--- src/rtl/mem_arbiter_pkg.sv ---
// mem_arbiter_pkg
//   Shared definitions for the memory-port arbiter: default address/data
//   widths of the memory_unit port, the arbiter state encodings, the memory
//   func codes, and a small wrap-around increment helper for the
//   round-robin pointer.
package mem_arbiter_pkg;

    localparam int MA_ADDR_W = 16;
    localparam int MA_DATA_W = 64;

    // Number of consecutive WAIT_BUSY cycles with is_ready still high after
    // which the memory is taken to have completed with zero latency.
    localparam int MA_WB_ZL_CYC = 2;

    typedef enum logic [2:0] {
        MA_IDLE      = 3'd0,
        MA_ISSUE     = 3'd1,
        MA_WAIT_BUSY = 3'd2,
        MA_WAIT_DONE = 3'd3,
        MA_RESP      = 3'd4
    } ma_state_e;

    // memory_unit func codes
    localparam logic [1:0] MEM_FUNC_READ  = 2'd0;
    localparam logic [1:0] MEM_FUNC_WRITE = 2'd1;
    localparam logic [1:0] MEM_FUNC_RSVD2 = 2'd2;
    localparam logic [1:0] MEM_FUNC_RSVD3 = 2'd3;

    // (idx + 1) mod n, for idx in [0, n-1]
    function automatic int ma_wrap_inc(input int idx, input int n);
        return ((idx + 1) >= n) ? 0 : (idx + 1);
    endfunction

endpackage

--- src/rtl/mem_arbiter_rr_picker.sv ---
// mem_arbiter_rr_picker
//   Combinational round-robin priority encoder. Starting at i_ptr and
//   walking upward with wrap-around, returns the first requester with its
//   request bit set as a one-hot pick.
//   Ports:
//     i_req   - request vector
//     i_ptr   - index with highest priority this cycle
//     o_pick  - one-hot winner (0 if none)
//     o_valid - at least one request present
module mem_arbiter_rr_picker #(
    parameter int N_REQ = 3,
    parameter int PTR_W = (N_REQ > 1) ? $clog2(N_REQ) : 1
) (
    input  logic [N_REQ-1:0] i_req,
    input  logic [PTR_W-1:0] i_ptr,
    output logic [N_REQ-1:0] o_pick,
    output logic             o_valid
);

    logic [PTR_W-1:0] w_idx;

    always_comb begin
        o_pick  = '0;
        o_valid = 1'b0;
        w_idx   = '0;
        for (int k = 0; k < N_REQ; k++) begin
            w_idx = PTR_W'((int'(i_ptr) + k) % N_REQ);
            if (!o_valid && i_req[w_idx]) begin
                o_pick[w_idx] = 1'b1;
                o_valid       = 1'b1;
            end
        end
    end

endmodule

--- src/rtl/mem_arbiter.sv ---
// mem_arbiter
//   Request/grant arbiter for the single memory_unit port. Picks one
//   requester (round-robin, or the locked owner), registers its command onto
//   the memory port, pulses execute, follows the is_ready handshake, latches
//   read data and returns a one-cycle done pulse to the owner.
//
//   state        | meaning
//   -------------+------------------------------------------------------
//   MA_IDLE      | no transaction; arbitrate when memory is ready
//   MA_ISSUE     | mem_execute pulsed for this single cycle
//   MA_WAIT_BUSY | waiting for is_ready to drop (or zero-latency timeout)
//   MA_WAIT_DONE | waiting for is_ready to return; latch read data
//   MA_RESP      | done pulse to owner; update lock / rr pointer
//
//   Ports:
//     i_clk, i_rst               - clock, async active-high reset
//     i_req / i_req_lock         - per-requester request level / lock
//     i_req_func/addr1/addr2/wdata - packed per-requester commands
//     o_grant / o_done           - one-hot owner / completion pulse
//     o_rdata1 / o_rdata2        - read data latched at completion
//     o_mem_*                    - command to memory_unit
//     i_mem_ready, i_mem_read_data1/2 - memory_unit status and data
//     o_busy                     - transaction in flight or grant held
module mem_arbiter
    import mem_arbiter_pkg::*;
#(
    parameter int N_REQ  = 3,
    parameter int ADDR_W = MA_ADDR_W,
    parameter int DATA_W = MA_DATA_W
) (
    input  logic                    i_clk,
    input  logic                    i_rst,
    input  logic [N_REQ-1:0]        i_req,
    input  logic [N_REQ-1:0]        i_req_lock,
    input  logic [2*N_REQ-1:0]      i_req_func,
    input  logic [ADDR_W*N_REQ-1:0] i_req_addr1,
    input  logic [ADDR_W*N_REQ-1:0] i_req_addr2,
    input  logic [DATA_W*N_REQ-1:0] i_req_wdata,
    output logic [N_REQ-1:0]        o_grant,
    output logic [N_REQ-1:0]        o_done,
    output logic [DATA_W-1:0]       o_rdata1,
    output logic [DATA_W-1:0]       o_rdata2,
    output logic [1:0]              o_mem_func,
    output logic                    o_mem_execute,
    output logic [ADDR_W-1:0]       o_mem_address1,
    output logic [ADDR_W-1:0]       o_mem_address2,
    output logic [DATA_W-1:0]       o_mem_write_data,
    input  logic                    i_mem_ready,
    input  logic [DATA_W-1:0]       i_mem_read_data1,
    input  logic [DATA_W-1:0]       i_mem_read_data2,
    output logic                    o_busy
);

    localparam int PTR_W = (N_REQ > 1) ? $clog2(N_REQ) : 1;

    ma_state_e          r_state;
    ma_state_e          w_state_nxt;

    logic [N_REQ-1:0]   r_grant;
    logic [PTR_W-1:0]   r_owner;
    logic [PTR_W-1:0]   r_rr_ptr;
    logic               r_locked;
    logic [1:0]         r_wb_cnt;
    logic [1:0]         r_mem_func;
    logic [ADDR_W-1:0]  r_mem_address1;
    logic [ADDR_W-1:0]  r_mem_address2;
    logic [DATA_W-1:0]  r_mem_write_data;
    logic [DATA_W-1:0]  r_rdata1;
    logic [DATA_W-1:0]  r_rdata2;

    logic [N_REQ-1:0]   w_pick;
    logic               w_pick_valid;
    logic [PTR_W-1:0]   w_pick_idx;
    logic               w_issue;
    logic               w_release;
    logic               w_latch;
    logic               w_resp;
    logic               w_wb_load;
    logic               w_wb_dec;
    logic [PTR_W-1:0]   w_sel;
    logic [N_REQ-1:0]   w_sel_oh;
    logic [1:0]         w_func;
    logic [ADDR_W-1:0]  w_addr1;
    logic [ADDR_W-1:0]  w_addr2;
    logic [DATA_W-1:0]  w_wdata;

    mem_arbiter_rr_picker #(
        .N_REQ (N_REQ),
        .PTR_W (PTR_W)
    ) u_rr_picker (
        .i_req   (i_req),
        .i_ptr   (r_rr_ptr),
        .o_pick  (w_pick),
        .o_valid (w_pick_valid)
    );

    always_comb begin
        w_pick_idx = '0;
        for (int i = 0; i < N_REQ; i++) begin
            if (w_pick[i]) begin
                w_pick_idx = PTR_W'(i);
            end
        end
    end

    // Command mux for the selected requester
    always_comb begin
        w_func  = '0;
        w_addr1 = '0;
        w_addr2 = '0;
        w_wdata = '0;
        for (int i = 0; i < N_REQ; i++) begin
            if (w_sel == PTR_W'(i)) begin
                w_func  = i_req_func[2*i +: 2];
                w_addr1 = i_req_addr1[ADDR_W*i +: ADDR_W];
                w_addr2 = i_req_addr2[ADDR_W*i +: ADDR_W];
                w_wdata = i_req_wdata[DATA_W*i +: DATA_W];
            end
        end
    end

    assign w_sel_oh = N_REQ'(1) << w_sel;

    always_ff @(posedge i_clk or posedge i_rst) begin
        if (i_rst) begin
            r_state <= MA_IDLE;
        end else begin
            r_state <= w_state_nxt;
        end
    end

    always_comb begin
        w_state_nxt   = r_state;
        w_issue       = 1'b0;
        w_release     = 1'b0;
        w_latch       = 1'b0;
        w_resp        = 1'b0;
        w_wb_load     = 1'b0;
        w_wb_dec      = 1'b0;
        w_sel         = r_owner;
        o_mem_execute = 1'b0;
        o_done        = '0;

        case (r_state)
            MA_IDLE: begin
                // A locked owner that has dropped its request gives up the
                // port; arbitration among the others proceeds this cycle.
                if (r_locked && !i_req[r_owner]) begin
                    w_release = 1'b1;
                end
                if (r_locked && i_req[r_owner]) begin
                    if (i_mem_ready) begin
                        w_issue = 1'b1;
                        w_sel   = r_owner;
                    end
                end else if (i_mem_ready && w_pick_valid) begin
                    w_issue = 1'b1;
                    w_sel   = w_pick_idx;
                end
                if (w_issue) begin
                    w_state_nxt = MA_ISSUE;
                end
            end
            MA_ISSUE: begin
                o_mem_execute = 1'b1;
                w_wb_load     = 1'b1;
                w_state_nxt   = MA_WAIT_BUSY;
            end
            MA_WAIT_BUSY: begin
                if (!i_mem_ready) begin
                    w_state_nxt = MA_WAIT_DONE;
                end else if (r_wb_cnt == 2'd0) begin
                    // memory never went busy: data already valid
                    w_latch     = 1'b1;
                    w_state_nxt = MA_RESP;
                end else begin
                    w_wb_dec = 1'b1;
                end
            end
            MA_WAIT_DONE: begin
                if (i_mem_ready) begin
                    w_latch     = 1'b1;
                    w_state_nxt = MA_RESP;
                end
            end
            MA_RESP: begin
                o_done      = r_grant;
                w_resp      = 1'b1;
                w_state_nxt = MA_IDLE;
            end
            default: begin
                w_state_nxt = MA_IDLE;
            end
        endcase
    end

    always_ff @(posedge i_clk or posedge i_rst) begin
        if (i_rst) begin
            r_grant          <= '0;
            r_owner          <= '0;
            r_rr_ptr         <= '0;
            r_locked         <= 1'b0;
            r_wb_cnt         <= '0;
            r_mem_func       <= '0;
            r_mem_address1   <= '0;
            r_mem_address2   <= '0;
            r_mem_write_data <= '0;
            r_rdata1         <= '0;
            r_rdata2         <= '0;
        end else begin
            if (w_issue) begin
                r_owner          <= w_sel;
                r_grant          <= w_sel_oh;
                r_mem_func       <= w_func;
                r_mem_address1   <= w_addr1;
                r_mem_address2   <= w_addr2;
                r_mem_write_data <= w_wdata;
            end else if (w_release) begin
                r_grant <= '0;
            end

            if (w_release) begin
                r_locked <= 1'b0;
            end

            if (w_wb_load) begin
                r_wb_cnt <= 2'(MA_WB_ZL_CYC - 1);
            end else if (w_wb_dec) begin
                r_wb_cnt <= r_wb_cnt - 2'd1;
            end

            if (w_latch) begin
                r_rdata1 <= i_mem_read_data1;
                r_rdata2 <= i_mem_read_data2;
            end

            if (w_resp) begin
                r_locked <= i_req_lock[r_owner];
                if (!i_req_lock[r_owner]) begin
                    r_grant  <= '0;
                    r_rr_ptr <= PTR_W'(ma_wrap_inc(int'(r_owner), N_REQ));
                end
            end
        end
    end

    assign o_grant          = r_grant;
    assign o_rdata1         = r_rdata1;
    assign o_rdata2         = r_rdata2;
    assign o_mem_func       = r_mem_func;
    assign o_mem_address1   = r_mem_address1;
    assign o_mem_address2   = r_mem_address2;
    assign o_mem_write_data = r_mem_write_data;
    assign o_busy           = (r_state != MA_IDLE) || (|r_grant);

endmodule

--- config.mk ---
export PLATFORM = sky130hd
export DESIGN_NAME = mem_arbiter
export DESIGN_NICKNAME = d
export VERILOG_FILES = /design/src/rtl/mem_arbiter_pkg.sv /design/src/rtl/mem_arbiter_rr_picker.sv /design/src/rtl/mem_arbiter.sv
export SDC_FILE = /design/constraint.sdc
export NUM_CORES = 1
export LEC_CHECK = 0
export BUFFER_PORTS_ARGS = -buffer_cell sky130_fd_sc_hd__clkbuf_2
export CAP_MARGIN = 5
export CORE_AREA = 2 2 256 258
export CTS_CLUSTER_SIZE = 20
export DETAILED_ROUTE_END_ITERATION = 8
export DIE_AREA = 0 0 258 260
export SYNTH_ARGS = -nofsm -noshare
export SYNTH_HDL_FRONTEND = slang
export SYNTH_SLANG_ARGS = --single-unit
--- constraint.sdc ---
create_clock -name i_clk -period 9 [get_ports i_clk]
set_input_delay 0 -clock i_clk [delete_from_list [all_inputs] [get_ports i_clk]]
set_output_delay 0 -clock i_clk [all_outputs]
set_load 0.05 [all_outputs]
== Yosys cells after proc, flatten, opt, wreduce, memory -nomap -nowiden ==
Cells that the tools add are included.
W data, S select, Z words.
Operators by class
  reductions and logical operators: 21
  equality and inequality tests: 9
  bitwise gates (word level): 3
  muxes and demuxes: 69
  add/sub/neg operators: 4
  magnitude comparators: 8
  div/mod/pow operators: 3
  shifts and indexed selects: 1
Operators by type and width (number)
  $mux W64: 3
  $mux W16: 6
  $mod A32 B3 Y32 const B: 2
  $mux W3: 12
  $mod A3 B3 Y32 const B: 1
  $mux W1: 28
  $mux W2: 10
  $lt A2 B3 Y1 const B: 4
  $pmux W3 S4: 1
  $bmux W1 S2: 5
  $logic_and A1 B1 Y1: 8
  $add A2 B1 Y3 const B: 2
  $demux W1 S2: 3
  $eq A3 B2 Y1 const B: 2
  $ge A2 B1 Y1 const B: 3
  $or A3 B3 Y3: 2
  $logic_not A2 Y1: 2
  $reduce_bool A2 Y1: 2
  $add A2 B2 Y3 const B: 1
  $eq A3 B1 Y1 const B: 1
  $eq A3 B3 Y1 const B: 1
  $ge A3 B2 Y1 const B: 1
  $logic_not A1 Y1: 3
  $logic_not A3 Y1: 1
  other kinds (14): 14
Storage, ports and cells
  output and inout bits: 234
  flip-flop bits (word level): 239
  input port bits: 431
  word-level logic and storage cells: 130

== Depth between registers and ports, before layout ==
Gate-level depths: netlist (run 1).
  word-level depth: 19
  mapped depth: 13

== Cells and area by module ==
Synthesis (run 1) repeated with hierarchy kept, for this count alone.
Second synthesis, totals
  cell total of the unflattened synthesis: 1054
  area total of the unflattened synthesis: 12077.8 µm²
Modules (own cells, without submodules)
  mem_arbiter: area an instance 11806.3 µm², sequential area each 5980.7 µm², instances 1, cells an instance 1016
  mem_arbiter_rr_picker: area an instance 271.5 µm², sequential area each 0.0 µm², instances 1, cells an instance 38

== Least setup slack after synthesis (run 1) ==
OpenSTA, ideal clock, no wires.
  kind: reg-to-reg
  start: reg r_rr_ptr[0]
  end: reg r_mem_address1[10], in the netlist o_mem_address1[10]
  cell stages (with the launch flop): 14
  arrival time: 2620 ps
  required time: 8874 ps
  path slack: 6254 ps
  cells stage by stage: dfrtp_1 inv_1 ha_1 buf_2 a21bo_1 a221o_1 o22a_1 and3_1 buf_6 buf_6 buf_6 a221oi_2 nor2_1 a221o_1
On the way
  word-level cells in the longest chain between the ends: 19
Ends and longest elaborated chain
  from (decl): RTL line mem_arbiter.sv:61  | logic [PTR_W-1:0] r_rr_ptr;
  from (signal assigned): RTL line mem_arbiter.sv:241  | r_rr_ptr <= PTR_W'(ma_wrap_inc(int'(r_owner), N_REQ));
  $add A2 B1 Y3 / $mod A3 B3 Y32 (equally long branches): RTL line mem_arbiter_rr_picker.sv:27  | w_idx = PTR_W'((int'(i_ptr) + k) % N_REQ);
  $mod A32 B3 Y32 (tied with other cells): RTL line mem_arbiter_rr_picker.sv:27
  $lt A2 B3 Y1 (not written as such) (tied with other cells): RTL line mem_arbiter_rr_picker.sv:29  | o_pick[w_idx] = 1'b1;
  $logic_and A1 B1 Y1 (not written as such) (tied with other cells): RTL line mem_arbiter_rr_picker.sv:29
  $mux W1 (not written as such) (tied with other cells): RTL line mem_arbiter_rr_picker.sv:29
  $demux W1 S2 (tied with other cells)
  $or A3 B3 Y3 (no line) / $mux W1 (equally long branches)
  $mux W3 / $logic_not A1 Y1 (equally long branches): RTL line mem_arbiter_rr_picker.sv:28  | if (!o_valid && i_req[w_idx]) begin
  $or A3 B3 Y3 (no line) / $logic_and A1 B1 Y1 (equally long branches)
  $mux W3: RTL line mem_arbiter_rr_picker.sv:28
  $mux W1: RTL line mem_arbiter.sv:100  | if (w_pick[i]) begin
  $mux W2: RTL line mem_arbiter.sv:100
  $mux W2: RTL line mem_arbiter.sv:156  | end else if (i_mem_ready && w_pick_valid) begin
  $mux W2: RTL line mem_arbiter.sv:151  | if (r_locked && i_req[r_owner]) begin
  $mux W2: RTL line mem_arbiter.sv:144  | case (r_state)
  $logic_not A2 Y1: RTL line mem_arbiter.sv:113  | if (w_sel == PTR_W'(i)) begin
  $mux W16 (3 in series): RTL line mem_arbiter.sv:113
  to (signal assigned): RTL line mem_arbiter.sv:215  | r_mem_address1 <= w_addr1;
  to (decl): RTL line mem_arbiter.sv:65  | logic [ADDR_W-1:0] r_mem_address1;
Parallel ways exist; a longest one is shown, timed or not. The select of a mux whose other input is x is not followed.
A chain may end at the register's enable or synchronous reset.

== Worst setup path in the final report (run 1) ==
  start: reg r_owner[1]
  end: reg r_mem_address2[1], in the netlist o_mem_address2[1]
On the way
  word-level cells in the longest chain between the ends: 9
Ends and longest elaborated chain
  from (decl): RTL line mem_arbiter.sv:60  | logic [PTR_W-1:0] r_owner;
  from (signal assigned): RTL line mem_arbiter.sv:212  | r_owner <= w_sel;
  $bmux W1 S2: RTL line mem_arbiter.sv:151
  $mux W1 (not written as such): RTL line mem_arbiter.sv:151
  $logic_and A1 B1 Y1: RTL line mem_arbiter.sv:151
  $mux W2: RTL line mem_arbiter.sv:151
  $mux W2: RTL line mem_arbiter.sv:144
  $logic_not A2 Y1: RTL line mem_arbiter.sv:113
  $mux W16 (3 in series): RTL line mem_arbiter.sv:113
  to (signal assigned): RTL line mem_arbiter.sv:216  | r_mem_address2 <= w_addr2;
  to (decl): RTL line mem_arbiter.sv:66  | logic [ADDR_W-1:0] r_mem_address2;
Parallel ways exist; a longest one is shown, timed or not. The select of a mux whose other input is x is not followed.

==> results of run 1 <==
-- worst reg2reg max path, stage by stage (launching register included) --
cell           delay (ps)
dfrtp_4               730
buf_4                 660
nand4b_1              280
o21ai_1               260
nor4_1                490
nand2b_4              500
buf_4                 790
a221o_1               500
dlygate4sd3_1         560
-- worst max-delay path by stage --
stage                           from              endpoint  slack (ps)  cells past startpoint
after detailed placement  r_owner[1]  o_mem_write_data[27]        4820                      7
after global routing      r_owner[1]     o_mem_address2[1]        4010                      8
final                     r_owner[1]     o_mem_address2[1]        4150                      8
after floorplan                i_rst            o_grant[0]        2440                      1
after CTS                 r_owner[1]  o_mem_write_data[62]        4260                      8
after global placement    r_owner[1]  o_mem_write_data[39]        4980                      7
-- power by group through the flow --
| stage | Sequential (uW) | Combinational (uW) | Clock [uW] |
|---|---|---|---|
| after floorplan | 3780 | 2090 | 0 |
| after global placement | 2020 | 5350 | 0 |
| after detailed placement | 2030 | 5430 | 0 |
| after CTS | 2020 | 6040 | 1330 |
| after global routing | 2090 | 6340 | 1380 |
| final | 2030 | 6050 | 1300 |
-- layer usage --
metal	vias to the layer above	global-route usage [%]	routed length, um
met5	-	0	99
met3	197	4.77	5530
met2	815	32.4	31800
met4	14	13.2	5160
li1	6345	-	-
met1	6938	20.0	23600
-- repair_timing --
item | in CTS | in global routing
hold endpoints to repair | 342 | 0
endpoints found under the setup margin | 0 | 0
hold buffers | 329 | 0
-- metrics by stage --
stage | setup WS [ps] | instance area, um2 | power (uW)
floorplan | 2440 | 12800 | 5870
global placement | 4980 | 16900 | 7370
detailed placement | 4820 | 16900 | 7460
CTS | 4260 | 21200 | 9400
global route | 4010 | 21200 | 9810
finish | 4150 | 21200 | 9380
-- area by class of cell --
class	count	area, um2	area share, %
antenna	4	10.0	0.0472
clock buffer	42	877	4.13
clock inverter	14	170	0.802
inverter	9	41.3	0.195
multi-input combinational	818	6320	29.8
sequential	239	5980	28.2
tap	855	1070	5.04
timing repair buffer	1006	6740	31.8
-- registers in the layout, indices dropped and copies added (netlist names) --
register and flops:
r_state 3, o_mem_address1 16, r_owner 2, r_rr_ptr 2
o_rdata1 64, o_mem_write_data 64, o_grant 3, o_mem_func 2
r_wb_cnt 2, r_locked 1, o_mem_address2 16, o_rdata2 64
-- logic make-up after synthesis --
group | Yosys count | share of synthesized area, %
simple gates | 253 | 8.03
mux | 232 | 19.4
xor+xnor | 1 | 0.0685
compound gates | 327 | 21.0
buf+inv | 125 | 4.19
fa+ha+maj | 5 | 0.489
flops | 239 | 46.8
-- cell usage in the layout (no fill, tap or decap), types with 2 or more instances in the layout --
master and instances:
diode_2 4, nand2b_1 5, dfrtp_1 238, clkbuf_16 31, nand2b_4 2, buf_12 2
nor3_1 5, clkinvlp_4 4, buf_4 11, and2_1 2, inv_1 8, bufinv_16 3
a221oi_2 20, nor2_4 2, a221o_1 98, nor2b_1 2, o21ai_0 105, a221oi_1 77
a21oi_1 7, mux2i_1 103, nand2_1 11, o31ai_1 2, ha_1 5, clkbuf_1 5
o2111ai_1 2, mux2_2 129, and3_1 4, nand3b_1 2, clkbuf_8 6, nor2_1 209
nand3_1 2, dlygate4sd3_1 329, clkbuf_2 664, clkinv_2 3, inv_6 3
==> metrics.txt, run 1 <==
run status=finished, final reports clean; Worst Max-Slew Pin Slew=1180 ps; drt first pass iters=6; I/O Pins=665; largest net degree at the start of global routing=134; average size of a mapped cell=10.8 um2; routed len/inst=22.2 um; Net Count, Synth=1618; hold path start=i_req_addr1[8]; number of synthesized flops with an enable pin=0; Pwr per Cell Area=442 nW/um2; # nets final=2540; synthesized cell area=12800 um2; root buf cell=clkbuf_16; CTS tree=built; Max Slew Vio Count=0; critical-path maximum fanout=76; Hold Path Stages=4; number of CTS-inserted buffers=30; crit path time final=4850 ps; final wirelength=66200 um; Synth area leader=dfrtp_1; Clk pwr share=13.8%; Async S/R FF share, synth=100%; post-synthesis sequential area ratio=46.8%; CTS Sinks=239; Post-synth top cells=239 x dfrtp_1, 210 x nor2_1, 129 x mux2_2, 105 x o21ai_0, 103 x mux2i_1; reg-to-reg critical path startpoint=r_owner[1]; Gate power share=64.5%; Placer Congestion=0.948; unrepaired setup endpoints after global routing=false; Fmax achieved=0.206 GHz; post-CTS setup buffer count=0; clock transition at the registers of the reported paths=70 ps; hold_ws=82.8 ps; Cell Int Power=4430 uW; DR vias=14300; Hold WC Path Type=in -> reg; VDD IR-drop max=0.255 mV; Main synth FF type=dfrtp_1; CTS Buffer Depth=3; Worst Path Buf+Inv=3; Initial Util=19.9%; Critical Path End Type=flip-flop; Finished Layout Cells=2987; PortBufs=664; global-route wire length before repair=95700 um; most used cell, CP=buf_4; Critical Path Start Type=flip-flop; count leader, synth=dfrtp_1; Final setup viols=0; P_sw=4950 uW; CP max stage delay=780 ps; Core Area=64100 um2; hpwl dp=46000 um; Critical Path RT=9510 ps; Vias/cell=4.79; worst reg2reg path depth=8; Setup Skew=14.7 ps; vias in the first global route=15100; GRT Total Usage=18.7%; Worst slew margin=21.0%; Unique masters post-synth=50; Sum Neg Setup Slack=0 ps; Initial DRC Count=1093; max cap viols=0; Synth top area share=46.8%; die width=258 um; num rows=93; fillcell total=6526; P&R area growth vs syn=66.0%; crit path DAT=5360 ps; die area=67100 um2; share of total power in sequential cells=21.7%; slowest cell on the critical path=buf_4; dpl cells=2598; CTS H-tree lvls=1; gr ovfl total=0; family with the most delay on the worst path=buffers and inverters; Crit Path Class=reg -> reg; Fin. Hold Viols=0; Yosys reg bits=239; Hold EP=o_mem_address1[8]; worst r2r dst=o_mem_address2[1]; fin util=33.1%; worst skew pair latency=580 ps; Sw Share=52.8%; Antenna Nets Post-Route=0; initial antenna violation count=11; LEAKAGE=0.00989 uW; largest cells by area after synthesis=dfrtp_1 47%, mux2_2 11%, mux2i_1 8.1%; die height=260 um; Worst R2R Setup Slack=4150 ps; crit-path cells=buf_4, nand4b_1, o21ai_1, nor4_1, nand2b_4, buf_4, a221o_1, dlygate4sd3_1; Post-Synthesis Cells=1182; CTS resizes=0; Ys Warns=0; fin crit share=53.9%; proportion of layout cells with a drive suffix above 1=41.8%; DRC violations left=0
Power figures use the tool's default switching activity.
==> run 2: changes to the inputs <==
clock period = 5 ns   (was 9 ns; I/O delays follow)
==> run 2 against run 1 <==
Sequential share of layout area barely moved. Clock-buffer cell count fell by 9. Largest cell class unchanged. Clock skew rose by 7.9 ps. Maximum frequency rose by 16%. Utilization barely moved.
==> metrics.txt, run 2 (synthesized netlist as in run 1, its figures left out) <==
Fmax achieved=0.240 GHz; fillcell total=6525; root buf cell=clkbuf_16; LEAKAGE=0.00990 uW; Placer Congestion=0.930; Worst R2R Setup Slack=830 ps; Critical Path RT=5520 ps; dpl cells=2605; DRC violations left=0; hpwl dp=43700 um; crit path time final=4170 ps; global-route wire length before repair=90400 um; final wirelength=62400 um; Pwr per Cell Area=786 nW/um2; routed len/inst=20.9 um; vias in the first global route=14500; CTS H-tree lvls=1; Core Area=64100 um2; Critical Path Start Type=flip-flop; slowest cell on the critical path=nand2b_4; unrepaired setup endpoints after global routing=false; P&R area growth vs syn=66.2%; Cell Int Power=7920 uW; critical-path maximum fanout=69; I/O Pins=665; Hold Path Stages=5; num rows=93; Worst Path Buf+Inv=3; fin crit share=83.3%; worst skew pair latency=600 ps; Antenna Nets Post-Route=0; family with the most delay on the worst path=simple AND/OR/NAND/NOR gates; CTS Hold Bufs=328; Sum Neg Setup Slack=0 ps; Final Cell Area=21200 um2; Finished Layout Cells=2990; gr ovfl total=0; Hold WC Path Type=in -> reg; DP Area=17000 um2; CTS Sinks=239; worst r2r dst=o_mem_write_data[21]; Final setup viols=0; Crit Path Class=reg -> reg; GRT Total Usage=17.5%; share of total power in sequential cells=22.2%; die area=67100 um2; clock transition at the registers of the reported paths=70 ps; most common cell after layout, fill and taps aside=clkbuf_2; Fin. Hold Viols=0; die height=260 um; Gate power share=64.5%; PortBufs=664; largest net degree at the start of global routing=123; most used cell, CP=nor2_1; crit-path cells=inv_1, ha_1, mux2i_1, nor2_1, nor3_1, nand2b_4, buf_4, a221oi_1, nor2_1, a221o_1, dlygate4sd3_1; Clk pwr share=13.3%; # nets final=2545; CTS resizes=0; reg-to-reg critical path startpoint=r_rr_ptr[0]; Critical Path End Type=flip-flop; Hold EP=r_locked; Setup Skew=22.6 ps; proportion of layout cells with a drive suffix above 1=42.2%; VDD IR-drop max=0.413 mV; Vias/cell=4.72; post-CTS setup buffer count=0; Sw Share=52.5%; max cap viols=0; CTS tree=built; die width=258 um; CTS Buffer Depth=3; drt first pass iters=5; number of CTS-inserted buffers=29; hold path start=i_req[1]; Worst slew margin=30.5%; crit path DAT=4680 ps; DR vias=14100; run status=finished, final reports clean; Initial DRC Count=932; CP max stage delay=890 ps; Total Power=16700 uW; initial antenna violation count=11; P_sw=8760 uW; Max Slew Vio Count=0; worst reg2reg path depth=11; most frequent cells in the layout=664 x clkbuf_2, 328 x dlygate4sd3_1, 238 x dfrtp_1, 209 x nor2_1, 129 x mux2_2; Initial Util=19.9%; Worst Max-Slew Pin Slew=1040 ps
[run 2: per-layer routing]
layer	share of wire, %	global-route usage, %
met1	38	19.7
met2	48	30.3
met3	9.0	4.81
met4	5.3	8.59
met5	0.14	0
[run 2: stage by stage]
| step | hold slack, ps | setup slack, ps | utilization, % |
|---|---|---|---|
| after global routing | 107 | 638 | 33.1 |
| after global placement | 232 | 1580 | 26.5 |
| after floorplan | 109 | 1870 | - |
| final | 82.8 | 835 | 33.1 |
| after CTS | 29.4 | 911 | 33.1 |
| after detailed placement | 235 | 1470 | 26.5 |
[run 2: worst max path at each step]
stage	slack (ps)	end	from	depth (start not counted)
after floorplan	1870	o_grant[0]	i_rst	1
after global placement	1580	o_mem_write_data[19]	r_rr_ptr[0]	10
after detailed placement	1470	o_mem_write_data[15]	r_owner[1]	8
after CTS	910	o_mem_write_data[15]	r_owner[1]	9
after global routing	640	o_mem_write_data[15]	r_owner[1]	9
final	830	o_mem_write_data[21]	r_rr_ptr[0]	11
[run 2: power groups by stage]
stage | Clock [uW] | Sequential, uW | Combinational, uW
floorplan | 0 | 6810 | 3760
global placement | 0 | 3680 | 9510
detailed placement | 0 | 3700 | 9630
CTS | 2300 | 3680 | 10700
global route | 2370 | 3800 | 11300
finish | 2230 | 3700 | 10800
[run 2: cell type report]
type,instances,area (um2),area share (%)
diodes,3,7.51,0.0354
clock buffers,33,771,3.63
clock inverters,21,211,0.996
inverters,9,37.5,0.177
multi-input cells,818,6320,29.8
flip-flops and latches,239,5980,28.2
well taps,855,1070,5.04
repair buffers,1012,6830,32.2
[run 2: worst register-to-register path, delay by kind of cell (launching register included)]
kind,cells,cell delay (ps)
AO/OA/AOI/OAI,2,220
adder cells (fa/ha/maj),1,440
buffers and inverters,3,1210
flip-flops,1,380
multiplexers,1,260
AND/OR/NAND/NOR,4,1580
==> run 3: changes to the inputs <==
clock period = 4.3 ns   (was 5 ns; I/O delays follow)
==> run 3 against run 2 <==
Clock-buffer cell count grew 11. Critical path depth shrank 2. Sequential power is 16% higher. Hold slack lost 9.1 ps. Largest cell class unchanged. Largest power group unchanged.
==> metrics.txt, run 3 (synthesized netlist as in run 1, its figures left out) <==
dpl cells=2620; crit path DAT=4600 ps; hpwl dp=44600 um; share of total power in sequential cells=21.8%; routed len/inst=21.1 um; hold_ws=73.7 ps; drt first pass iters=6; worst reg2reg path depth=9; CTS H-tree lvls=1; Hold WC Path Type=in -> reg; Vias/cell=4.73; P&R area growth vs syn=67.8%; Crit Path Class=reg -> reg; # nets final=2561; Initial DRC Count=906; Worst slew margin=29.6%; initial antenna violation count=9; Fin. Hold Viols=0; Antenna Nets Post-Route=0; number of CTS-inserted buffers=28; worst skew pair latency=570 ps; Gate power share=64.9%; Placer Congestion=0.939; Critical Path RT=4740 ps; hold path start=i_req[1]; Worst Max-Slew Pin Slew=1060 ps; clock transition at the registers of the reported paths=60 ps; root buf cell=clkbuf_16; global-route wire length before repair=91400 um; critical-path maximum fanout=68; Clk pwr share=13.3%; unrepaired setup endpoints after global routing=false; Pwr per Cell Area=916 nW/um2; DR vias=14200; PortBufs=664; largest net degree at the start of global routing=105; GRT Total Usage=17.8%; proportion of layout cells with a drive suffix above 1=42.1%; Worst R2R Setup Slack=140 ps; CTS Buffer Depth=3; run status=finished, final reports clean; VDD IR-drop max=0.555 mV; Hold Path Stages=5; DP Area=17100 um2; Critical Path End Type=flip-flop; Final Cell Area=21400 um2; CTS resizes=0; Sum Neg Setup Slack=0 ps; Cell Int Power=9470 uW; vias in the first global route=14800; CTS Hold Bufs=330; DRC violations left=0; die area=67100 um2; most common cell after layout, fill and taps aside=clkbuf_2; max cap viols=0; P_sw=10200 uW; post-CTS setup buffer count=0; Max Slew Vio Count=0; fin crit share=96.7%; fillcell total=6508; reg-to-reg critical path startpoint=r_owner[1]; Critical Path Start Type=flip-flop; final wirelength=63400 um; die height=260 um; CTS Sinks=239; most frequent cells in the layout=664 x clkbuf_2, 330 x dlygate4sd3_1, 238 x dfrtp_1, 209 x nor2_1, 129 x mux2_2; Initial Util=19.9%; LEAKAGE=0.0100 uW; gr ovfl total=0; Hold EP=r_locked; worst r2r dst=o_mem_address1[11]; Finished Layout Cells=3005; Setup Skew=8.97 ps; Core Area=64100 um2; crit path time final=4160 ps; num rows=93; Sw Share=51.8%; Final setup viols=0; I/O Pins=665; Fmax achieved=0.240 GHz; die width=258 um; CTS tree=built
## run 3: layer usage
metal,wire [um],up-vias,global-route usage [%]
li1,-,6376,-
met1,24000,6898,19.7
met2,31000,784,31.5
met3,4920,143,4.09
met4,3490,10,9.71
met5,64,-,0
## run 3: stage by stage
stage               total power, uW  setup slack, ps  util [%]
global placement              15500              943      26.7
CTS                           19700              280      33.4
floorplan                     12300             1170         -
finish                        19600              140      33.4
detailed placement            15700              845      26.7
global route                  20500             3.46      33.4
## run 3: power by group through the flow
stage	clock network (uW)	logic, uW	registers [uW]
6_report	2610	12700	4290
4_1_cts	2680	12700	4270
3_5_place_dp	0	11400	4280
5_1_grt	2760	13400	4410
2_1_floorplan	0	4380	7920
3_3_place_gp	0	11300	4260
## run 3: worst max-delay path by stage
| stage | startpoint | end | slack [ps] |
|---|---|---|---|
| final | r_owner[1] | o_mem_address1[11] | 140 |
| after global routing | r_owner[1] | o_mem_address1[11] | 3 |
| after CTS | r_owner[1] | o_mem_address1[5] | 280 |
| after detailed placement | r_owner[1] | o_mem_address1[8] | 850 |
| after global placement | r_rr_ptr[0] | o_mem_address1[8] | 940 |
| after floorplan | i_rst | o_grant[0] | 1170 |
## run 3: area by class of cell
type	instances	area [um2]	area share, %
sequential	239	5980	27.9
tap	855	1070	4.99
multi-input combinational	818	6320	29.5
antenna	4	10.0	0.0467
inverter	9	37.5	0.175
timing repair buffer	1029	7030	32.8
clock buffer	44	852	3.97
clock inverter	7	138	0.642
## run 3: critical path: stages, from the launching register on
cell	delay [ps]
dfrtp_4	710
mux2i_1	360
o21ai_1	290
nor2_1	350
nand2b_4	470
buf_4	480
a221oi_2	310
nor2_1	70
a221o_1	270
dlygate4sd3_1	570
